### src/rtl/mfcc_delta_ctrl_if.sv
// Handshake and strobe bundle between the delta sequencer, the DCT producer,
// the delta datapath and the feature store.
interface mfcc_delta_ctrl_if;
  logic        frame_valid;
  logic        frame_ready;
  logic        flush;
  logic [1:0]  wr_slot;
  logic [6:0]  regc_addr;
  logic        delta_en;
  logic        delta_new;
  logic        delta_sub;
  logic        delta_shift;
  logic [12:0] regcep_addr;
  logic        regcep_wren;
  logic [7:0]  framenum;
  logic        busy;
  logic        done;
  logic        overflow;

  modport master (
    input  frame_valid, flush,
    output frame_ready, wr_slot, regc_addr, delta_en, delta_new, delta_sub,
           delta_shift, regcep_addr, regcep_wren, framenum, busy, done, overflow
  );

  modport slave (
    output frame_valid, flush,
    input  frame_ready, wr_slot, regc_addr, delta_en, delta_new, delta_sub,
           delta_shift, regcep_addr, regcep_wren, framenum, busy, done, overflow
  );
endinterface

### src/rtl/mfcc_delta_ctrl.sv
// MFCC delta-cepstrum sequencer over a 3-slot regc ring; edge frames replicate neighbours.
// Define DELTA_STATIC_COPY_EN to also copy the static cepstrum beside each delta.
module mfcc_delta_ctrl #(
  parameter int NCOEF = 13
) (
  input  logic              clk,
  input  logic              rst_n,
  mfcc_delta_ctrl_if.master bus
);

  typedef enum logic [3:0] {
    S_IDLE, S_RDP, S_RDM, S_SUB, S_SHF, S_WR
`ifdef DELTA_STATIC_COPY_EN
    , S_RDC, S_CPY, S_WRS
`endif
  } state_e;

  localparam logic [3:0] K_LAST = 4'(NCOEF - 1);

  function automatic logic [1:0] inc3(input logic [1:0] s);
    return (s == 2'd2) ? 2'd0 : s + 2'd1;
  endfunction

  function automatic logic [1:0] dec3(input logic [1:0] s);
    return (s == 2'd0) ? 2'd2 : s - 2'd1;
  endfunction

  state_e      state_q, state_d;
  logic [3:0]  k_q, k_d;
  logic [7:0]  t_q, t_d;
  logic [1:0]  slot_t_q, slot_t_d;
  logic [1:0]  plus_q, plus_d;
  logic [1:0]  minus_q, minus_d;
  logic [7:0]  framenum_q, framenum_d;
  logic [1:0]  wr_slot_q, wr_slot_d;
  logic        flushed_q, flushed_d;
  logic        done_q, done_d;
  logic        overflow_q, overflow_d;

  logic frame_ready;
  logic accept;
  logic have_next;
  logic last_frame;
  logic coef_done;

  assign frame_ready = (state_q == S_IDLE) && !flushed_q;
  assign accept      = bus.frame_valid && frame_ready;
  assign have_next   = {1'b0, framenum_q} >= ({1'b0, t_q} + 9'd2);
  assign last_frame  = ({1'b0, t_q} + 9'd1) == {1'b0, framenum_q};

  always_ff @(posedge clk or negedge rst_n) begin
    if (!rst_n) begin
      state_q    <= S_IDLE;
      k_q        <= '0;
      t_q        <= '0;
      slot_t_q   <= '0;
      plus_q     <= '0;
      minus_q    <= '0;
      framenum_q <= '0;
      wr_slot_q  <= '0;
      flushed_q  <= 1'b0;
      done_q     <= 1'b0;
      overflow_q <= 1'b0;
    end else begin
      state_q    <= state_d;
      k_q        <= k_d;
      t_q        <= t_d;
      slot_t_q   <= slot_t_d;
      plus_q     <= plus_d;
      minus_q    <= minus_d;
      framenum_q <= framenum_d;
      wr_slot_q  <= wr_slot_d;
      flushed_q  <= flushed_d;
      done_q     <= done_d;
      overflow_q <= overflow_d;
    end
  end

  always_comb begin
    state_d    = state_q;
    k_d        = k_q;
    t_d        = t_q;
    slot_t_d   = slot_t_q;
    plus_d     = plus_q;
    minus_d    = minus_q;
    framenum_d = framenum_q;
    wr_slot_d  = wr_slot_q;
    flushed_d  = flushed_q;
    done_d     = 1'b0;
    overflow_d = overflow_q;
    coef_done  = 1'b0;

    // A frame arriving with the counter saturated is dropped, not queued.
    if (accept) begin
      if (framenum_q == 8'd255) begin
        overflow_d = 1'b1;
      end else begin
        framenum_d = framenum_q + 8'd1;
        wr_slot_d  = inc3(wr_slot_q);
      end
    end

    case (state_q)
      S_IDLE: begin
        if (bus.flush && framenum_q != 8'd0) flushed_d = 1'b1;
        if (have_next || ((bus.flush || flushed_q) && framenum_q != 8'd0)) begin
          // Without a successor frame the plus operand replicates frame t.
          plus_d  = have_next ? inc3(slot_t_q) : slot_t_q;
          minus_d = (t_q == 8'd0) ? slot_t_q : dec3(slot_t_q);
          k_d     = '0;
          state_d = S_RDP;
        end else if (bus.flush) begin
          done_d = 1'b1;
        end
      end
      S_RDP: state_d = S_RDM;
      S_RDM: state_d = S_SUB;
      S_SUB: state_d = S_SHF;
      S_SHF: state_d = S_WR;
      S_WR: begin
`ifdef DELTA_STATIC_COPY_EN
        state_d = S_RDC;
`else
        coef_done = 1'b1;
`endif
      end
`ifdef DELTA_STATIC_COPY_EN
      S_RDC: state_d = S_CPY;
      S_CPY: state_d = S_WRS;
      S_WRS: coef_done = 1'b1;
`endif
      default: state_d = S_IDLE;
    endcase

    if (coef_done) begin
      if (k_q == K_LAST) begin
        state_d  = S_IDLE;
        t_d      = t_q + 8'd1;
        slot_t_d = inc3(slot_t_q);
        // Last flushed frame written: rearm for the next utterance.
        if (flushed_q && last_frame) begin
          done_d     = 1'b1;
          flushed_d  = 1'b0;
          framenum_d = '0;
          wr_slot_d  = '0;
          t_d        = '0;
          slot_t_d   = '0;
        end
      end else begin
        k_d     = k_q + 4'd1;
        state_d = S_RDP;
      end
    end
  end

  always_comb begin
    bus.regc_addr   = '0;
    bus.delta_en    = 1'b0;
    bus.delta_new   = 1'b0;
    bus.delta_sub   = 1'b0;
    bus.delta_shift = 1'b0;
    bus.regcep_addr = '0;
    bus.regcep_wren = 1'b0;
    case (state_q)
      S_RDP: bus.regc_addr = {1'b0, plus_q, k_q};
      S_RDM: begin
        bus.regc_addr = {1'b0, minus_q, k_q};
        bus.delta_en  = 1'b1;
        bus.delta_new = 1'b1;
      end
      S_SUB: begin
        bus.delta_en  = 1'b1;
        bus.delta_sub = 1'b1;
      end
      S_SHF: begin
        bus.delta_en    = 1'b1;
        bus.delta_shift = 1'b1;
      end
      S_WR: begin
        bus.regcep_wren = 1'b1;
        bus.regcep_addr = {t_q, 1'b1, k_q};
      end
`ifdef DELTA_STATIC_COPY_EN
      S_RDC: bus.regc_addr = {1'b0, slot_t_q, k_q};
      S_CPY: begin
        bus.delta_en  = 1'b1;
        bus.delta_new = 1'b1;
      end
      S_WRS: begin
        bus.regcep_wren = 1'b1;
        bus.regcep_addr = {t_q, 1'b0, k_q};
      end
`endif
      default: ;
    endcase
  end

  assign bus.frame_ready = frame_ready;
  assign bus.wr_slot     = wr_slot_q;
  assign bus.framenum    = framenum_q;
  assign bus.busy        = (state_q != S_IDLE);
  assign bus.done        = done_q;
  assign bus.overflow    = overflow_q;

endmodule
### src/flat_wrapper.sv
// flat-port wrapper written by rule: the top's interface ports become plain ports
module mfcc_delta_ctrl_flat 
#(
  parameter int NCOEF = 13
)
  (clk, rst_n, bus_frame_valid, bus_flush, bus_frame_ready, bus_wr_slot, bus_regc_addr, bus_delta_en, bus_delta_new, bus_delta_sub, bus_delta_shift, bus_regcep_addr, bus_regcep_wren, bus_framenum, bus_busy, bus_done, bus_overflow);
  mfcc_delta_ctrl_if bus_i ();
  input  logic clk;
  input  logic rst_n;
  input wire logic [$bits(bus_i.frame_valid)-1:0] bus_frame_valid;
  input wire logic [$bits(bus_i.flush)-1:0] bus_flush;
  output wire logic [$bits(bus_i.frame_ready)-1:0] bus_frame_ready;
  output wire logic [$bits(bus_i.wr_slot)-1:0] bus_wr_slot;
  output wire logic [$bits(bus_i.regc_addr)-1:0] bus_regc_addr;
  output wire logic [$bits(bus_i.delta_en)-1:0] bus_delta_en;
  output wire logic [$bits(bus_i.delta_new)-1:0] bus_delta_new;
  output wire logic [$bits(bus_i.delta_sub)-1:0] bus_delta_sub;
  output wire logic [$bits(bus_i.delta_shift)-1:0] bus_delta_shift;
  output wire logic [$bits(bus_i.regcep_addr)-1:0] bus_regcep_addr;
  output wire logic [$bits(bus_i.regcep_wren)-1:0] bus_regcep_wren;
  output wire logic [$bits(bus_i.framenum)-1:0] bus_framenum;
  output wire logic [$bits(bus_i.busy)-1:0] bus_busy;
  output wire logic [$bits(bus_i.done)-1:0] bus_done;
  output wire logic [$bits(bus_i.overflow)-1:0] bus_overflow;
  assign bus_i.frame_valid = bus_frame_valid;
  assign bus_i.flush = bus_flush;
  assign bus_frame_ready = bus_i.frame_ready;
  assign bus_wr_slot = bus_i.wr_slot;
  assign bus_regc_addr = bus_i.regc_addr;
  assign bus_delta_en = bus_i.delta_en;
  assign bus_delta_new = bus_i.delta_new;
  assign bus_delta_sub = bus_i.delta_sub;
  assign bus_delta_shift = bus_i.delta_shift;
  assign bus_regcep_addr = bus_i.regcep_addr;
  assign bus_regcep_wren = bus_i.regcep_wren;
  assign bus_framenum = bus_i.framenum;
  assign bus_busy = bus_i.busy;
  assign bus_done = bus_i.done;
  assign bus_overflow = bus_i.overflow;
  mfcc_delta_ctrl #(.NCOEF(NCOEF)) u_core (.clk(clk), .rst_n(rst_n), .bus(bus_i));
endmodule
### config.mk
export PLATFORM = sky130hd
export DESIGN_NAME = mfcc_delta_ctrl_flat
export DESIGN_NICKNAME = d
export VERILOG_FILES = /design/src/rtl/mfcc_delta_ctrl_if.sv /design/src/rtl/mfcc_delta_ctrl.sv /design/src/flat_wrapper.sv
export SDC_FILE = /design/constraint.sdc
export NUM_CORES = 1
export LEC_CHECK = 0
export CORE_UTILIZATION = 30
export DETAILED_ROUTE_END_ITERATION = 16
export PLACE_DENSITY = 0.51
export SYNTH_ARGS = -nofsm -noshare
export SYNTH_HDL_FRONTEND = slang
export SYNTH_SLANG_ARGS = --single-unit
### constraint.sdc
create_clock -name clk -period 3.4 [get_ports clk]
set_input_delay 0.68 -clock clk [delete_from_list [all_inputs] [get_ports clk]]
set_output_delay 0.68 -clock clk [all_outputs]
set_load 0.005 [all_outputs]
==> metrics.yaml, run 1 <==
critPathArrivalTime_ns: 3.01
post_cts_buffers: 0
finalSetupViolations: 0
slowest_delay_ns: 0.50
area_growth_pct: 22.8
ir_drop_uv: 126
seq_power_share: 0.544
clock_path_buffers: 2
placed_cell_area_um2: 3040
p_comb_frac: 0.019
grt.total_usage: 0.153
fillerInstances: 821
pwr-share-clk: 0.438
p_sw_mw: 0.172
cts_root_buf: "clkbuf_8"
gp_congestion: 0.826
cts_made_buffers: 5
netlist_area_um2: 2550
final_max_slew_viol_count: 0
initial_core_util: 0.310
path_cells: "ha_1 > nand3_1 > xor2_1 > ha_1 > and3_1 > a221oi_1 > o31ai_1 > a21oi_1 > nor2_1 > buf_4 > o31ai_1"
cts.sinks: 34
critical_path_class: "reg -> reg"
die-area_um2: 8870
place_ws_ns: 0.600
final_cell_mix: "clkdlybuf4s50_1, dfrtp_1, nor2_1"
antenna_cells: 0
path_max_fanout: 10
cts_tree: "yes"
coreArea_um2: 8220
cp_data_required_time_ns: 3.60
internal_power_mw: 0.572
synth-edff-count: 0
multiInputGateArea_um2: 1530
die_h_um: 94.2
drt-pass1-iter-count: 4
final_cell_area_um2: 3130
postRouteAntennaNets: 0
avgSynthCellArea_um2: 8.73
first_iter_violations: 77
cts_hold_buf: 0
io_pins: 43
finalCritPeriodShare: 0.826
cts_resized: 0
clkLatencyLatePin_ns: 0.29
grt_max_degree: 35
final_common_cell: "clkdlybuf4s50_1"
rsz0062_at_grt: "no"
hpwlAfterDp_mm: 4.69
hold_viol_final: 0
p_leak_nw: 1.40
async_reset_ff_frac: 1.00
setup_tns_ns: 0
drive_gt1_frac: 0.0915
yosysUniqueCellTypes: 51
regArea_um2: 851
synth_warnings: 0
start_kind: "register"
post_drt_wl_per_cell_um: 14.7
hold_class: "reg -> reg"
clkTransAtPathRegs_ns: 0.08
fp.dieW_um: 94.2
final_util: 0.381
io_buffer_count: 41
setup_ws_ns: 0.590
worst_pin_slew_ns: 0.604
synth_nets: 314
powerDensity_nw_per_um2: 237
grt.overflow.total: 0
grt_antenna_before_repair: 0
sw_frac_of_total: 0.231
slew_headroom: 0.597
cp_slowest_cell: "dfrtp_1"
ys_ff_latch: 34
drt_wl_total_mm: 6.38
period_needed_ns: 2.81
skew_ns: 0.00855
critPathCaptureType: "register"
drc: 0
status: "finished, final reports clean"
fin_nets: 349
synth_ff_type: "dfrtp_1"
grt_pass1_vias: 2003
route.vias.total: 2145
syn_inst: 292
htree_levels: 2
maxCapViolCount: 0
vias_per_cell: 4.95
synth-seq-area-share: 0.334
clock.fmax_mhz: 356
num_rows: 33
grt_pass1_wl_mm: 10.5
==> synthesized netlist by cell type (7+ instances only) <==
cell      count  share of area
dfrtp_1      34           0.33
nor2_1       29          0.043
nand2_1      20          0.029
ha_1         18          0.088
and3_1       16          0.039
inv_1        16          0.024
nand3_1      16          0.031
nor3_1       14          0.027
xnor2_1      11          0.038
xor2_1       10          0.034
clkbuf_1      8          0.012
a21oi_1       7          0.014
buf_4         7          0.021
nand4_1       7          0.017
==> sequential cells by signal (all words and copies together) (netlist names), named ones only <==
name,flops
u_core.plus_q,2
u_core.flushed_q,1
u_core.k_q,3
u_core.state_q,3
u_core.minus_q,2
u_core.bus.done,1
u_core.bus.overflow,1
u_core.t_q,8
u_core.slot_t_q,2
u_core.bus.framenum,8
u_core.bus.wr_slot,2
==> final cells by class <==
type                       instances  area share
timing repair buffer              48       0.148
clock inverter                     2     0.00400
clock buffer                       6      0.0264
multi-input combinational        221       0.488
inverter                          17      0.0204
sequential                        34       0.272
tap                              105      0.0420
==> worst paths after layout <==
path | slack, ns | cells past startpoint | end | start
worst min-delay path | 0.46 | 1 | u_core.bus.overflow | u_core.bus.overflow
min in group asynchronous | 0.79 | 2 | u_core.t_q[5] | rst_n
worst min register to register | 0.46 | 1 | u_core.bus.overflow | u_core.bus.overflow
worst max-delay path | 0.59 | 11 | register | u_core.t_q[2]
worst max register to register | 0.59 | 11 | register | u_core.t_q[2]
max in group asynchronous | 2.27 | 2 | u_core.minus_q[1] | rst_n
==> through the flow <==
step / hold WS [ns] / instances / power, mW
global placement: 0.444 / 425 / 0.427
detailed placement: 0.449 / 425 / 0.427
finish: 0.460 / 433 / 0.743
CTS: 0.467 / 433 / 0.755
floorplan: 0.384 / 292 / 0.414
global route: 0.486 / 433 / 0.773
==> critical path, delay by kind of cell, from the launching register on <==
kind	cells	cell delay, ns
AO/OA/AOI/OAI	4	0.78
adder cells (fa/ha/maj)	2	0.69
flip-flops	1	0.50
AND/OR/NAND/NOR	3	0.43
buffers and inverters	1	0.17
XOR/XNOR	1	0.16
==> routing by layer <==
metal	track usage	vias up	share of wire
met2	0.240	29	0.45
li1	-	1088	-
met5	0	-	0
met3	0.0227	4	0.021
met4	0.0308	0	0.0069
met1	0.220	1024	0.52
==> power by group through the flow <==
stage	combinational, mW	sequential, mW	clock, mW
after floorplan	0.00229	0.412	0
after global placement	0.0152	0.412	0
after detailed placement	0.0150	0.412	0
after CTS	0.0149	0.404	0.336
after global routing	0.0167	0.404	0.352
final	0.0139	0.404	0.325
==> cells by family after synthesis <==
kind of cell               after synthesis  share of synthesized area
and+or+nand+nor                        130                      0.285
AOI/OAI and AO/OA                       46                      0.129
adders and majority gates               18                     0.0884
buffers and inverters                   37                     0.0673
other                                    1                    0.00147
muxes                                    5                     0.0231
DFF                                     34                      0.334
xor gates and xnor gates                21                     0.0722
(Power assumes the default switching activity.)
==> run 2, diff against run 1 <==
- clock period: 3.4 -> 2.7 ns (I/O delays scaled with it)
==> run 2 against run 1 <==
Net effect:
- cell count is 2.5% higher
- count of clock-buffer cells in the layout down 1
- register-to-register slack got worse by 0.38 ns
- critical path depth decreased by 8
- combinational power increased by 27%
- worst hold slack got worse by 0.0010 ns
- non-clock buffer count increased by 12
- critical path type is now reg -> out
- utilization up 1.1 points
- clock skew fell by 0.0018 ns
==> metrics.yaml, run 2 (same netlist as run 1, synthesis figures left out) <==
skew_ns: 0.00673
r2r.worst_path.cells: 10
num_rows: 33
clock_path_buffers: 2
sw_frac_of_total: 0.219
drive_gt1_frac: 0.136
period_needed_ns: 2.53
grt_antenna_before_repair: 0
setup_tns_ns: 0
cts_tree: "yes"
post_cts_buffers: 0
grt_max_degree: 35
placed_cell_area_um2: 3130
final_common_cell: "clkdlybuf4s50_1"
start_kind: "register"
grt.overflow.total: 0
io_buffer_count: 41
hold_viol_final: 0
maxCapViolCount: 0
pwr-share-clk: 0.402
cts.sinks: 34
hold_start: "u_core.bus.overflow"
route.vias.total: 2205
finalCritPeriodShare: 0.938
critPathCaptureType: "output pin"
instances_no_fill: 444
path_max_fanout: 8
p_comb_frac: 0.020
worstSetupStartpoint: "u_core.state_q[1]"
grt_pass1_wl_mm: 11.1
coreArea_um2: 8220
final_cell_area_um2: 3220
critical_path_class: "reg -> out"
final_max_slew_viol_count: 0
worstReg2RegEnd: "u_core.minus_q[0]"
cts_made_buffers: 5
antenna_cells: 0
fp.dieW_um: 94.2
critPathArrivalTime_ns: 1.99
io_pins: 43
initial_core_util: 0.310
htree_levels: 2
cp_data_required_time_ns: 2.16
ir_drop_uv: 128
p_leak_nw: 1.46
drt-pass1-iter-count: 4
cts_root_buf: "clkbuf_8"
die-area_um2: 8870
internal_power_mw: 0.688
hold_class: "reg -> reg"
report.power.total_mw: 0.880
p_sw_mw: 0.193
grt.total_usage: 0.161
worstSetupEndpoint: "bus_regcep_wren"
drc: 0
powerDensity_nw_per_um2: 273
cts_hold_buf: 0
vias_per_cell: 4.97
final_util: 0.392
seq_power_share: 0.578
r2r-start: "u_core.t_q[1]"
fin_nets: 361
clkTransAtPathRegs_ns: 0.07
reg2reg_slack_ns: 0.21
drt_wl_total_mm: 6.66
first_iter_violations: 94
area_growth_pct: 26.5
clkLatencyLatePin_ns: 0.28
gp_congestion: 0.806
clock.fmax_mhz: 395
status: "finished, final reports clean"
final_cell_mix: "clkdlybuf4s50_1, dfrtp_1, nor2_1"
die_h_um: 94.2
post_drt_wl_per_cell_um: 15.0
grt_pass1_vias: 2203
finalSetupViolations: 0
hpwlAfterDp_mm: 4.91
dpl.cell_count: 437
postRouteAntennaNets: 0
cts_resized: 0
==> run 2: power groups by stage <==
| stage | clock network [mW] | registers, mW | logic, mW |
|---|---|---|---|
| 3_5_place_dp | 0 | 0.519 | 0.0190 |
| 5_1_grt | 0.382 | 0.509 | 0.0209 |
| 3_3_place_gp | 0 | 0.519 | 0.0191 |
| 6_report | 0.354 | 0.509 | 0.0176 |
| 4_1_cts | 0.373 | 0.509 | 0.0189 |
| 2_1_floorplan | 0 | 0.519 | 0.00288 |
==> run 2: area by class of cell <==
class | instances | area [µm²]
well taps | 105 | 131
fillers | 829 | 4990
flip-flops and latches | 34 | 851
multi-input cells | 221 | 1550
clock inverters | 2 | 10.0
repair buffers | 60 | 553
clock buffers | 5 | 68.8
inverters | 17 | 63.8
==> run 2: critical path: stages, from the launching register on <==
cell and delay (ns):
dfrtp_1 0.45, and2b_1 0.31, and2_1 0.37, clkdlybuf4s50_1 0.58
==> run 2: layer usage <==
layer  vias to the layer above  GRT usage  routed length, µm
li1                       1124          -                  -
met1                      1054      0.222               3380
met2                        21      0.258               3090
met3                         6     0.0227                111
met4                         0     0.0449                 76
met5                         -          0                  0
==> run 2: how the worst min path moves through the flow <==
stage               slack [ns]                          to  cells after the start
finish                    0.46         u_core.bus.overflow                      1
global route              0.49         u_core.bus.overflow                      1
CTS                       0.47         u_core.bus.overflow                      1
detailed placement        0.45         u_core.bus.overflow                      1
global placement          0.44         u_core.bus.overflow                      1
floorplan                 0.24  asynchronous set/reset pin                      0
==> run 2: per-stage QoR <==
stage / hold slack [ns] / setup slack [ns]
after floorplan: 0.244 / 0.0401
after global placement: 0.441 / 0.210
after detailed placement: 0.448 / 0.138
after CTS: 0.466 / 0.138
after global routing: 0.487 / -0.000185
final: 0.459 / 0.168
